$ cat config.mk
export PLATFORM = sky130hd
export DESIGN_NAME = bist_ctrl
export DESIGN_NICKNAME = d
export VERILOG_FILES = /design/src/rtl/bist_ctrl.sv
export SDC_FILE = /design/constraint.sdc
export NUM_CORES = 1
export LEC_CHECK = 0
export ABC_AREA = 1
export CORE_ASPECT_RATIO = 1.75
export CORE_MARGIN = 1.5
export CORE_UTILIZATION = 45
export CTS_BUF_LIST = sky130_fd_sc_hd__clkbuf_4
export DETAILED_ROUTE_END_ITERATION = 6
export PLACE_DENSITY = 0.76
export SLEW_MARGIN = 20
export SYNTH_ARGS = -nofsm -noshare
export SYNTH_HDL_FRONTEND = slang
export SYNTH_SLANG_ARGS = --single-unit
$ cat constraint.sdc
create_clock -name clk -period 1.33 [get_ports clk]
set_clock_uncertainty 0.2 [all_clocks]
set_input_delay 0.1995 -clock clk [delete_from_list [all_inputs] [get_ports clk]]
set_output_delay 0.1995 -clock clk [all_outputs]
set_load 0.005 [all_outputs]
$ cat src/rtl/bist_ctrl.sv
// bist_ctrl: sequences one self-test run of a 5-bit LFSR pattern source and a
// 4-bit SISR response compactor, then compares the signature with a golden value.
module bist_ctrl #(
  parameter int         N_PATTERNS = 31,
  parameter logic [4:0] SEED       = 5'b11111
) (
  input  logic       clk,
  input  logic       rst,
  input  logic       start,
  input  logic       abort,
  input  logic [3:0] golden,
  input  logic       resp_in,
  output logic [4:0] pat,
  output logic       pat_valid,
  output logic       busy,
  output logic       done,
  output logic       pass,
  output logic [3:0] signature
);

  typedef enum logic [2:0] {
    S_IDLE = 3'd0,
    S_SEED = 3'd1,
    S_RUN  = 3'd2,
    S_CMP  = 3'd3,
    S_DONE = 3'd4
  } state_t;

  localparam logic [4:0] LAST_CNT = 5'(N_PATTERNS - 1);

  state_t     state_r;
  logic [4:0] lfsr_r;
  logic [3:0] sisr_r;
  logic [4:0] cnt_r;
  logic       pat_valid_r;
  logic       busy_r;
  logic       done_r;
  logic       pass_r;
  logic [3:0] signature_r;

  function automatic logic [4:0] lfsr_step(input logic [4:0] q);
    lfsr_step = {q[3], q[2], q[1] ^ q[4], q[0], q[4]};
  endfunction

  function automatic logic [3:0] sisr_step(input logic [3:0] s, input logic i);
    sisr_step = {s[2], s[1], s[3] ^ s[0], s[3] ^ i};
  endfunction

  // Run sequencer; status flags are registered alongside the state they describe.
  always_ff @(posedge clk) begin
    if (rst) begin
      state_r     <= S_IDLE;
      lfsr_r      <= 5'd0;
      sisr_r      <= 4'd0;
      cnt_r       <= 5'd0;
      pat_valid_r <= 1'b0;
      busy_r      <= 1'b0;
      done_r      <= 1'b0;
      pass_r      <= 1'b0;
      signature_r <= 4'd0;
    end else begin
      case (state_r)
        S_IDLE: begin
          if (start) begin
            state_r     <= S_SEED;
            busy_r      <= 1'b1;
            pass_r      <= 1'b0;
            signature_r <= 4'd0;
          end else begin
            state_r <= S_IDLE;
          end
        end
        S_SEED: begin
          if (abort) begin
            state_r <= S_IDLE;
            busy_r  <= 1'b0;
          end else begin
            lfsr_r      <= SEED;
            sisr_r      <= 4'd0;
            cnt_r       <= 5'd0;
            pat_valid_r <= 1'b1;
            state_r     <= S_RUN;
          end
        end
        S_RUN: begin
          // An aborted edge leaves the LFSR and SISR untouched.
          if (abort) begin
            state_r     <= S_IDLE;
            busy_r      <= 1'b0;
            pat_valid_r <= 1'b0;
          end else begin
            sisr_r <= sisr_step(sisr_r, resp_in);
            lfsr_r <= lfsr_step(lfsr_r);
            cnt_r  <= cnt_r + 5'd1;
            if (cnt_r == LAST_CNT) begin
              state_r     <= S_CMP;
              pat_valid_r <= 1'b0;
            end else begin
              state_r <= S_RUN;
            end
          end
        end
        S_CMP: begin
          signature_r <= sisr_r;
          pass_r      <= (sisr_r == golden);
          busy_r      <= 1'b0;
          done_r      <= 1'b1;
          state_r     <= S_DONE;
        end
        S_DONE: begin
          done_r  <= 1'b0;
          state_r <= S_IDLE;
        end
        default: begin
          state_r     <= S_IDLE;
          pat_valid_r <= 1'b0;
          busy_r      <= 1'b0;
          done_r      <= 1'b0;
        end
      endcase
    end
  end

  assign pat       = lfsr_r;
  assign pat_valid = pat_valid_r;
  assign busy      = busy_r;
  assign done      = done_r;
  assign pass      = pass_r;
  assign signature = signature_r;

endmodule

Word level (Yosys, flattened, before mapping)
Cells that the tools add are included.

word-level totals
  register bits = 25
  latch bits = 0
  RAM bits = 0
  ROM bits = 0
  input port bits = 9
  output and inout bits = 13
  memories = 0

operators by class
  add/subtract/negate cells = 1
  $mul = 0
  divide/modulo/power cells = 0
  $lt $le $gt $ge = 0
  eq/ne operators = 11
  shifts and indexed selects = 0
  muxes and demuxes = 26
  bitwise logic cells = 5
  reduce and logical (&&, ||, !) cells = 10

operator list
  kind                 count
  $mux 5               4
  $pmux 5 s2           2
  $pmux 4 s2           2
  $mux 4               3
  $pmux 3 s4           1
  $reduce_and 3->1     3
  $mux 1               8
  $eq 3x2->1 const B   2
  $ne 2x2->1 const B   3
  $pmux 1 s3           2
  $reduce_or 3->1      2
  $add 5x1->5 const B  1
  $eq 5x5->1 const B   1
  $eq 4x4->1           1
  $mux 2               2
  $pmux 1 s2           2
  $reduce_bool 2->1    2
  $eq 3x1->1 const B   1
  $eq 3x3->1 const B   1
  $logic_not 3->1      1
  $ne 3x3->1 const B   1
  $xor 1x1->1          3
  $ne 2x1->1 const B   1
  $not 1->1            2
  other kinds (2)      2

Logic depth before layout (Yosys ltp)
Gate-level depths: netlist of run 1.

  depth in word-level cells = 4
  depth in mapped cells = 10

Worst setup path after synthesis of run 1
No wires, ideal clock.

  path kind = reg-to-reg
  start = reg state_r[2]
  end = reg lfsr_r[2] (netlist: pat[2])
  setup time = 0.116 ns
  arrival = 1.069 ns
  setup slack = -0.055 ns
  stages on the path, launching flop included = 9
  cells stage by stage = dfxtp_1 -> inv_2 -> nand2_2 -> nor2_4 -> nand2_2 -> nand2_2 -> clkinv_1 -> nor2_1 -> nor2_1

between the ends
  word-level cells in the longest chain between the ends = 3
  elaborated cells between the ends (all ways) = 7
  those cells by class = 4 x eq/ne; 1 x mux; 2 x reduce/logical

RTL lines
  what                                                       line  RTL
  from (decl)                                                31    state_t state_r;
  from (signal assigned)                                     52    state_r <= S_IDLE;
  from (signal assigned)                                     65    state_r <= S_SEED;
  from (signal assigned)                                     70    state_r <= S_IDLE;
  $eq 3x1->1 or $eq 3x2->1 (tied branches)                   62    case (state_r)
  $ne 2x2->1 (no line) or $reduce_bool 2->1 (tied branches)  -
  $reduce_and 3->1 (no line)                                 -
  to (signal assigned)                                       93    lfsr_r <= lfsr_step(lfsr_r);
  to (decl)                                                  32    logic [4:0] lfsr_r;

Several ways; a longest one is shown, not always the timed one.
A chain may end at the register's enable or synchronous reset.

Final worst setup path of run 1
  start = reg state_r[2]
  end = reg cnt_r[3]

between the ends
  word-level cells in the longest chain between the ends = 3
  elaborated cells between the ends (all ways) = 7
  those cells by class = 4 x eq/ne; 1 x mux; 2 x reduce/logical

RTL lines
  what                                                       line  RTL
  $eq 3x1->1 or $eq 3x2->1 (tied branches)                   62
  $ne 2x2->1 (no line) or $reduce_bool 2->1 (tied branches)  -
  $reduce_and 3->1 (no line)                                 -
  to (signal assigned)                                       94    cnt_r <= cnt_r + 5'd1;
  to (decl)                                                  34    logic [4:0] cnt_r;

Several ways; a longest one is shown, not always the timed one.

==> results.py, run 1 <==
metrics = {
    "run_status": {
        "status": "finished with violations",
        "violations": "negative setup slack",
    },
    "critical_path": {
        "cp.arrival_ns": 1.52,
        "crit_path_max_incr_delay_ns": 0.36,
        "cp-start-kind": "flop",
        "cpMaxStageDelayCell": "dfxtp_2",
        "crit_required_ns": 1.38,
        "crit_path_frequent_cell": "nand2_4",
        "worst-path-max-fanout": 8,
        "crit_chain": "inv_4 > nand2_4 > nor2_4 > nand2_4 > nand2_4 > buf_4 > nand3_1 > nand2_1 > nor2_1",
        "r2r_cells": 9,
        "endpoint_kind": "flop",
        "worstSetupPathType": "flop to flop",
        "rrSetupSlack_ns": -0.14,
    },
    "routing": {
        "first_pass_iters": 4,
        "drc": 0,
        "route.vias.total": 1195,
        "route.final.wire_length_mm": 3.252,
        "drtIter0Drc": 53,
        "avgViaCountPerCell": 5.241,
        "ant_nets": 0,
        "wl_per_cell_um": 14.26,
    },
    "yosys": {
        "async_flop_share_pct": 0,
        "synthCells": 150,
        "ys.flop_type": "dfxtp_1",
        "synthesis.area_mm2": 0.001111,
        "yosysWarnings": 0,
        "netlist_top_cells_count": "nand2_1 (36), dfxtp_1 (25), nor2_1 (19), inv_1 (14), nand3_1 (12)",
        "synth_seq_cells": 25,
        "synth_xor_area_share_pct": 6.306,
        "synth_top_family_by_area": "simple AND/OR/NAND/NOR gates",
        "syn_area_per_cell_um2": 7.407,
        "synth_most_common_cell": "nand2_1",
        "yosys.area.top_type": "dfxtp_1",
        "yosysSeqAreaShare_pct": 45.05,
        "synth_area_leaders": "dfxtp_1 (45%), nand2_1 (12%), nor2_1 (6.4%), nand3_1 (5.4%), inv_1 (4.7%)",
        "muxShareOfSynthArea_pct": 0,
        "synth_simple_gate_area_share_pct": 29.84,
        "yosysTopAreaCellShare_pct": 45.05,
        "synth_edf_count": 0,
        "synth-adder-area-share_pct": 2.252,
        "syn-num-nets": 161,
        "synth.distinct_cells": 22,
        "synth_compound_area_share_pct": 9.122,
    },
    "placed_design": {
        "port_buffers": 21,
        "place_congestion": 0.7721,
        "dp_hpwl_mm": 1.958,
        "post_dp_cell_area_mm2": 0.001498,
    },
    "final_layout": {
        "area_growth_pct": 67.57,
        "multiInputGateArea_um2": 720.7,
        "diodes": 0,
        "fin_nets": 215,
        "drive_above_1_share_pct": 48.28,
        "fillCellCount": 131,
        "regArea_um2": 533.0,
        "fin_util_pct": 80.87,
        "final_area_mm2": 0.001862,
    },
    "sta": {
        "setup_slack_ns": -0.1417,
        "hold_violations": 0,
        "worst_slew_pin_slew_ns": 0.3331,
        "post-route-period-util_pct": 110.7,
        "setup_viol_count_final": 18,
        "min_period_ns": 1.472,
        "max_freq_mhz": 679.5,
        "maxSlewHeadroom_pct": 77.76,
        "rsz0062_at_grt": "true",
        "drv_slew": 0,
    },
    "pwr": {
        "combPwrFrac_pct": 18.7,
        "p_sw_share_pct": 27.51,
        "leakage_nw": 0.7757,
        "ir_drop_v": 0.0006731,
        "power.internal_mw": 1.019,
        "power.density_mw_per_mm2": 754.9,
        "power_frac_seq_pct": 55.8,
        "total_power_mw": 1.405,
        "net-switching-power_uw": 386.6,
        "p_clk_share_pct": 25.5,
    },
    "global_route": {
        "antenna_found_initial": 0,
        "grt_max_degree": 16,
        "grt_pass1_vias": 1085,
        "grt_use_total_pct": 24.80,
        "grt_first_pass_wirelength_mm": 4.774,
        "grt_overflow": 0,
    },
    "clocking": {
        "cts.sinks": 25,
        "tritoncts.num_buffers": 3,
        "root_buffer": "clkbuf_4",
        "hold_buffers": 0,
        "insertion_delay_ns": 0.33,
        "htreeDepth": 1,
        "cts.reportedPaths.clkPinSlew_ns": 0.14,
        "cts_tree": "built",
        "cts_buffer_depth": 2,
    },
    "floorplanning": {
        "dieArea_mm2": 0.002788,
        "ios": 22,
        "core_mm2": 0.002302,
        "start_util_pct": 48.26,
        "die_x_um": 40.56,
        "dieHeight_um": 68.73,
        "fp-row-count": 23,
    },
    "hold_path": {
        "min_delay_path_depth": 2,
        "hp-class": "flop to flop",
    },
    "run": {
        "maxCapViolCount": 0,
    },
}
## logic make-up (layout without fill, tap and decap cells)
| kind of cell | count (synthesis) | count (layout) |
|---|---|---|
| buffers and inverters | 20 | 73 |
| adder cells (fa/ha/maj) | 2 | 2 |
| AND/OR/NAND/NOR | 76 | 76 |
| AO/OA/AOI/OAI | 19 | 19 |
| XOR/XNOR | 8 | 8 |
| flip-flops | 25 | 25 |
## critical path: cells and delay by family (launching register included)
kind | cells | cell delay (ns)
buffers and inverters | 2 | 0.22
DFF | 1 | 0.36
and+or+nand+nor | 7 | 0.60
## metal layers
metal  routed length [um]  GRT usage [%]
met5                    0              0
met4                   76          9.583
met3                  122          3.205
met2                 1850          45.63
met1                 1201          26.57
## registers in the layout (all words and copies together), names as in the netlist
name	cells
cnt_r	5
pat	5
signature	4
sisr_r	4
state_r	3
busy	1
done	1
pass	1
pat_valid	1
## cells in the final DEF (no fill, tap or decap), drive strengths merged
cell type	instances
a21oi	9
a31oi	1
buf	31
clkbuf	4
clkdlybuf4s15	12
clkdlybuf4s50	8
clkinv	2
clkinvlp	1
dfxtp	25
ha	2
inv	15
nand2	39
nand3	12
nand4	2
nor2	21
nor3	1
o21ai	5
o22ai	4
or2	1
xnor2	5
xor2	3
## what timing repair did
item	4_1_cts	5_1_grt
gates resized for setup	78	33
pin swaps	17	10
setup endpoints to repair	36	32
buffers inserted	7	4
gates cloned	1	0
## final timing paths
| check | startpoint | end |
|---|---|---|
| setup / recovery | state_r[2] | cnt_r[3] |
| hold reg to reg | done | done |
| setup reg to reg | state_r[2] | cnt_r[3] |
| hold / removal | done | done |
## power by group through the flow
stage | Sequential, mW | Clock, mW | Combinational (mW)
2_1_floorplan | 0.802 | 0 | 0.0829
4_1_cts | 0.786 | 0.358 | 0.235
5_1_grt | 0.787 | 0.374 | 0.283
6_report | 0.784 | 0.358 | 0.263
3_5_place_dp | 0.800 | 0 | 0.200
3_3_place_gp | 0.800 | 0 | 0.195
## cell type report
class                   instances  area share, %
inverters                      16          3.763
repair buffers                 52          25.34
repair inverters                1         0.2688
clock buffers                   3          1.210
well taps                      25          1.680
flip-flops and latches         25          28.63
clock inverters                 1         0.4032
multi-input cells             105          38.71
## per-stage QoR
stage	hold WS, ns	setup WS, ns	setup TNS [ns]	cells
after global routing	0.2808	-0.2097	-2.582	228
after global placement	0.2381	-0.3196	-5.537	214
after CTS	0.2570	-0.1240	-0.9701	225
after floorplan	0.06857	-0.001717	-0.004498	150
final	0.2549	-0.1417	-1.302	228
after detailed placement	0.2389	-0.3998	-6.309	214
Power figures use the tool's default switching activity.
==> run 2, diff against run 1 <==
--- a/config.mk
+++ b/config.mk
@@ -10,6 +10,7 @@
 export CORE_MARGIN = 1.5
 export CORE_UTILIZATION = 45
 export CTS_BUF_LIST = sky130_fd_sc_hd__clkbuf_4
+export CTS_CLUSTER_DIAMETER = 50
 export DETAILED_ROUTE_END_ITERATION = 6
 export PLACE_DENSITY = 0.76
 export SLEW_MARGIN = 20
==> results of run 2 <==
Final layout, timing and power as in run 1 (identical DEF).
==> run 3, diff against run 2 <==
--- a/config.mk
+++ b/config.mk
@@ -10,9 +10,10 @@
 export CORE_MARGIN = 1.5
 export CORE_UTILIZATION = 45
 export CTS_BUF_LIST = sky130_fd_sc_hd__clkbuf_4
-export CTS_CLUSTER_DIAMETER = 50
+export CTS_CLUSTER_DIAMETER = 150
 export DETAILED_ROUTE_END_ITERATION = 6
 export PLACE_DENSITY = 0.76
+export REMOVE_ABC_BUFFERS = 1
 export SLEW_MARGIN = 20
 export SYNTH_ARGS = -nofsm -noshare
 export SYNTH_HDL_FRONTEND = slang
==> results.py, run 3 (synthesis results as in run 1) <==
metrics = {
    "run_status": {
        "status": "finished with violations",
        "violations": "negative setup slack",
    },
    "critical_path": {
        "endpoint_kind": "flop",
        "rrSetupSlack_ns": -0.11,
        "crit_buf_inv": 2,
        "crit_path_max_incr_delay_ns": 0.37,
        "cpMaxStageDelayCell": "dfxtp_4",
        "cp.arrival_ns": 1.51,
        "worst-path-max-fanout": 3,
        "r2r_start": "cnt_r[1]",
        "cp_top_family": "simple AND/OR/NAND/NOR gates",
        "r2r_end": "pat_valid",
        "crit_required_ns": 1.40,
        "cp-start-kind": "flop",
        "r2r_cells": 9,
        "crit_chain": "buf_4 > ha_4 > nand2_1 > inv_2 > nand2_2 > nand3_2 > nand3_2 > nand2_1 > nor2_1",
        "worstSetupPathType": "flop to flop",
    },
    "pwr": {
        "ir_drop_v": 0.0008612,
        "leakage_nw": 0.7495,
        "power.density_mw_per_mm2": 799.4,
    },
    "final_layout": {
        "fin_util_pct": 73.75,
        "diodes": 0,
        "fin_nets": 209,
        "final_common_cell": "nand2_1",
        "area_growth_pct": 52.82,
        "layout.cells.most_common_list": "nand2_1 (28), buf_4 (21), dfxtp_2 (16)",
        "drive_above_1_share_pct": 45.69,
        "final_area_mm2": 0.001698,
    },
    "sta": {
        "setup_viol_count_final": 18,
        "max_freq_mhz": 694.9,
        "post-route-period-util_pct": 108.2,
        "setup_slack_ns": -0.1091,
        "maxSlewHeadroom_pct": 83.00,
        "worst_slew_pin_slew_ns": 0.2546,
        "rsz0062_at_grt": "true",
        "hold_violations": 0,
        "min_period_ns": 1.439,
        "drv_slew": 0,
    },
    "global_route": {
        "grt_pass1_vias": 1173,
        "antenna_found_initial": 0,
        "grt_first_pass_wirelength_mm": 4.719,
        "grt_overflow": 0,
        "grt_max_degree": 15,
        "grt_use_total_pct": 25.28,
    },
    "hold_path": {
        "hold_path_end": "done",
        "hp-class": "flop to flop",
        "hp-start": "done",
        "min_delay_path_depth": 2,
    },
    "placed_design": {
        "post_dp_cell_area_mm2": 0.001488,
        "port_buffers": 21,
        "dp_hpwl_mm": 2.042,
        "place_congestion": 0.8154,
    },
    "clocking": {
        "htreeDepth": 1,
        "cts_buffer_depth": 2,
        "cts_tree": "built",
        "cts.sinks": 25,
        "cts.reportedPaths.clkPinSlew_ns": 0.13,
        "tritoncts.num_buffers": 3,
        "insertion_delay_ns": 0.33,
        "root_buffer": "clkbuf_4",
    },
    "routing": {
        "ant_nets": 0,
        "drc": 0,
        "first_pass_iters": 4,
        "wl_per_cell_um": 13.78,
        "route.final.wire_length_mm": 3.060,
        "route.vias.total": 1146,
        "drtIter0Drc": 33,
        "avgViaCountPerCell": 5.162,
    },
    "floorplanning": {
        "core_mm2": 0.002302,
        "start_util_pct": 48.26,
        "ios": 22,
        "die_x_um": 40.56,
        "fp-row-count": 23,
        "dieHeight_um": 68.73,
        "dieArea_mm2": 0.002788,
    },
    "run": {
        "maxCapViolCount": 0,
    },
}
==> run 3: changes by cell type in the layout (fill, tap and decap cells not counted), sizes merged <==
cell | previous run | this run
clkinvlp | 1 | 0
clkdlybuf4s15 | 12 | 8
dlygate4sd2 | 0 | 1
buf | 31 | 26
clkdlybuf4s50 | 8 | 7
clkbuf | 4 | 8
==> run 3: worst max path at each step <==
stage                     startpoint  depth (start not counted)        end  slack [ns]
final                       cnt_r[1]                          9  pat_valid       -0.11
after detailed placement       abort                          7     pat[2]       -0.46
after global routing      state_r[2]                         10   cnt_r[3]       -0.16
after CTS                 state_r[2]                         10   cnt_r[3]       -0.07
after global placement         abort                          7     pat[2]       -0.40
after floorplan           state_r[2]                          8     pat[2]       -0.15
==> run 3: timing repair <==
| item | 4_1_cts | 5_1_grt |
|---|---|---|
| buffers inserted | 4 | 1 |
| gates cloned | 0 | 0 |
| setup endpoints to repair | 36 | 32 |
| hold buffers | 0 | 0 |
| pin swaps | 14 | 6 |
| resized for setup | 71 | 25 |
==> run 3: power by group <==
part	internal [mW]	switching, mW
Combinational	0.118	0.109
Sequential	0.768	0.0155
Clock	0.113	0.234
Total	0.999	0.358
==> run 3: area by class of cell <==
cell class | count | area, um2
clock buffer | 3 | 22.52
clock inverter | 1 | 5.005
fill | 170 | 604.3
inverter | 16 | 67.56
multi-input combinational | 105 | 645.6
sequential | 25 | 528.0
tap | 25 | 31.28
timing repair buffer | 47 | 397.9
==> run 3: routing by layer <==
metal,vias up,part of all wire (%),track usage [%]
li1,570,-,-
met1,537,37,23.47
met2,26,56,43.65
met3,13,3.4,5.449
met4,0,4.2,20.42
met5,-,0,0
==> run 3: worst reg2reg max path, cell delays in order (launching register included) <==
cell and delay (ns):
dfxtp_4 0.37, buf_4 0.15, ha_4 0.15, nand2_1 0.07
inv_2 0.05, nand2_2 0.06, nand3_2 0.10, nand3_2 0.11
nand2_1 0.05, nor2_1 0.08
==> run 3: stage by stage <==
step | setup WS (ns) | hold slack (ns) | std cells | power (mW) | TNS, ns
after floorplan | -0.1517 | 0.06857 | 146 | 0.8760 | -1.107
after global placement | -0.4027 | 0.2357 | 213 | 0.9909 | -6.226
after detailed placement | -0.4639 | 0.2386 | 213 | 0.9974 | -7.338
after CTS | -0.07331 | 0.2510 | 221 | 1.359 | -0.5680
after global routing | -0.1607 | 0.2811 | 222 | 1.421 | -2.037
final | -0.1091 | 0.2509 | 222 | 1.357 | -0.6697
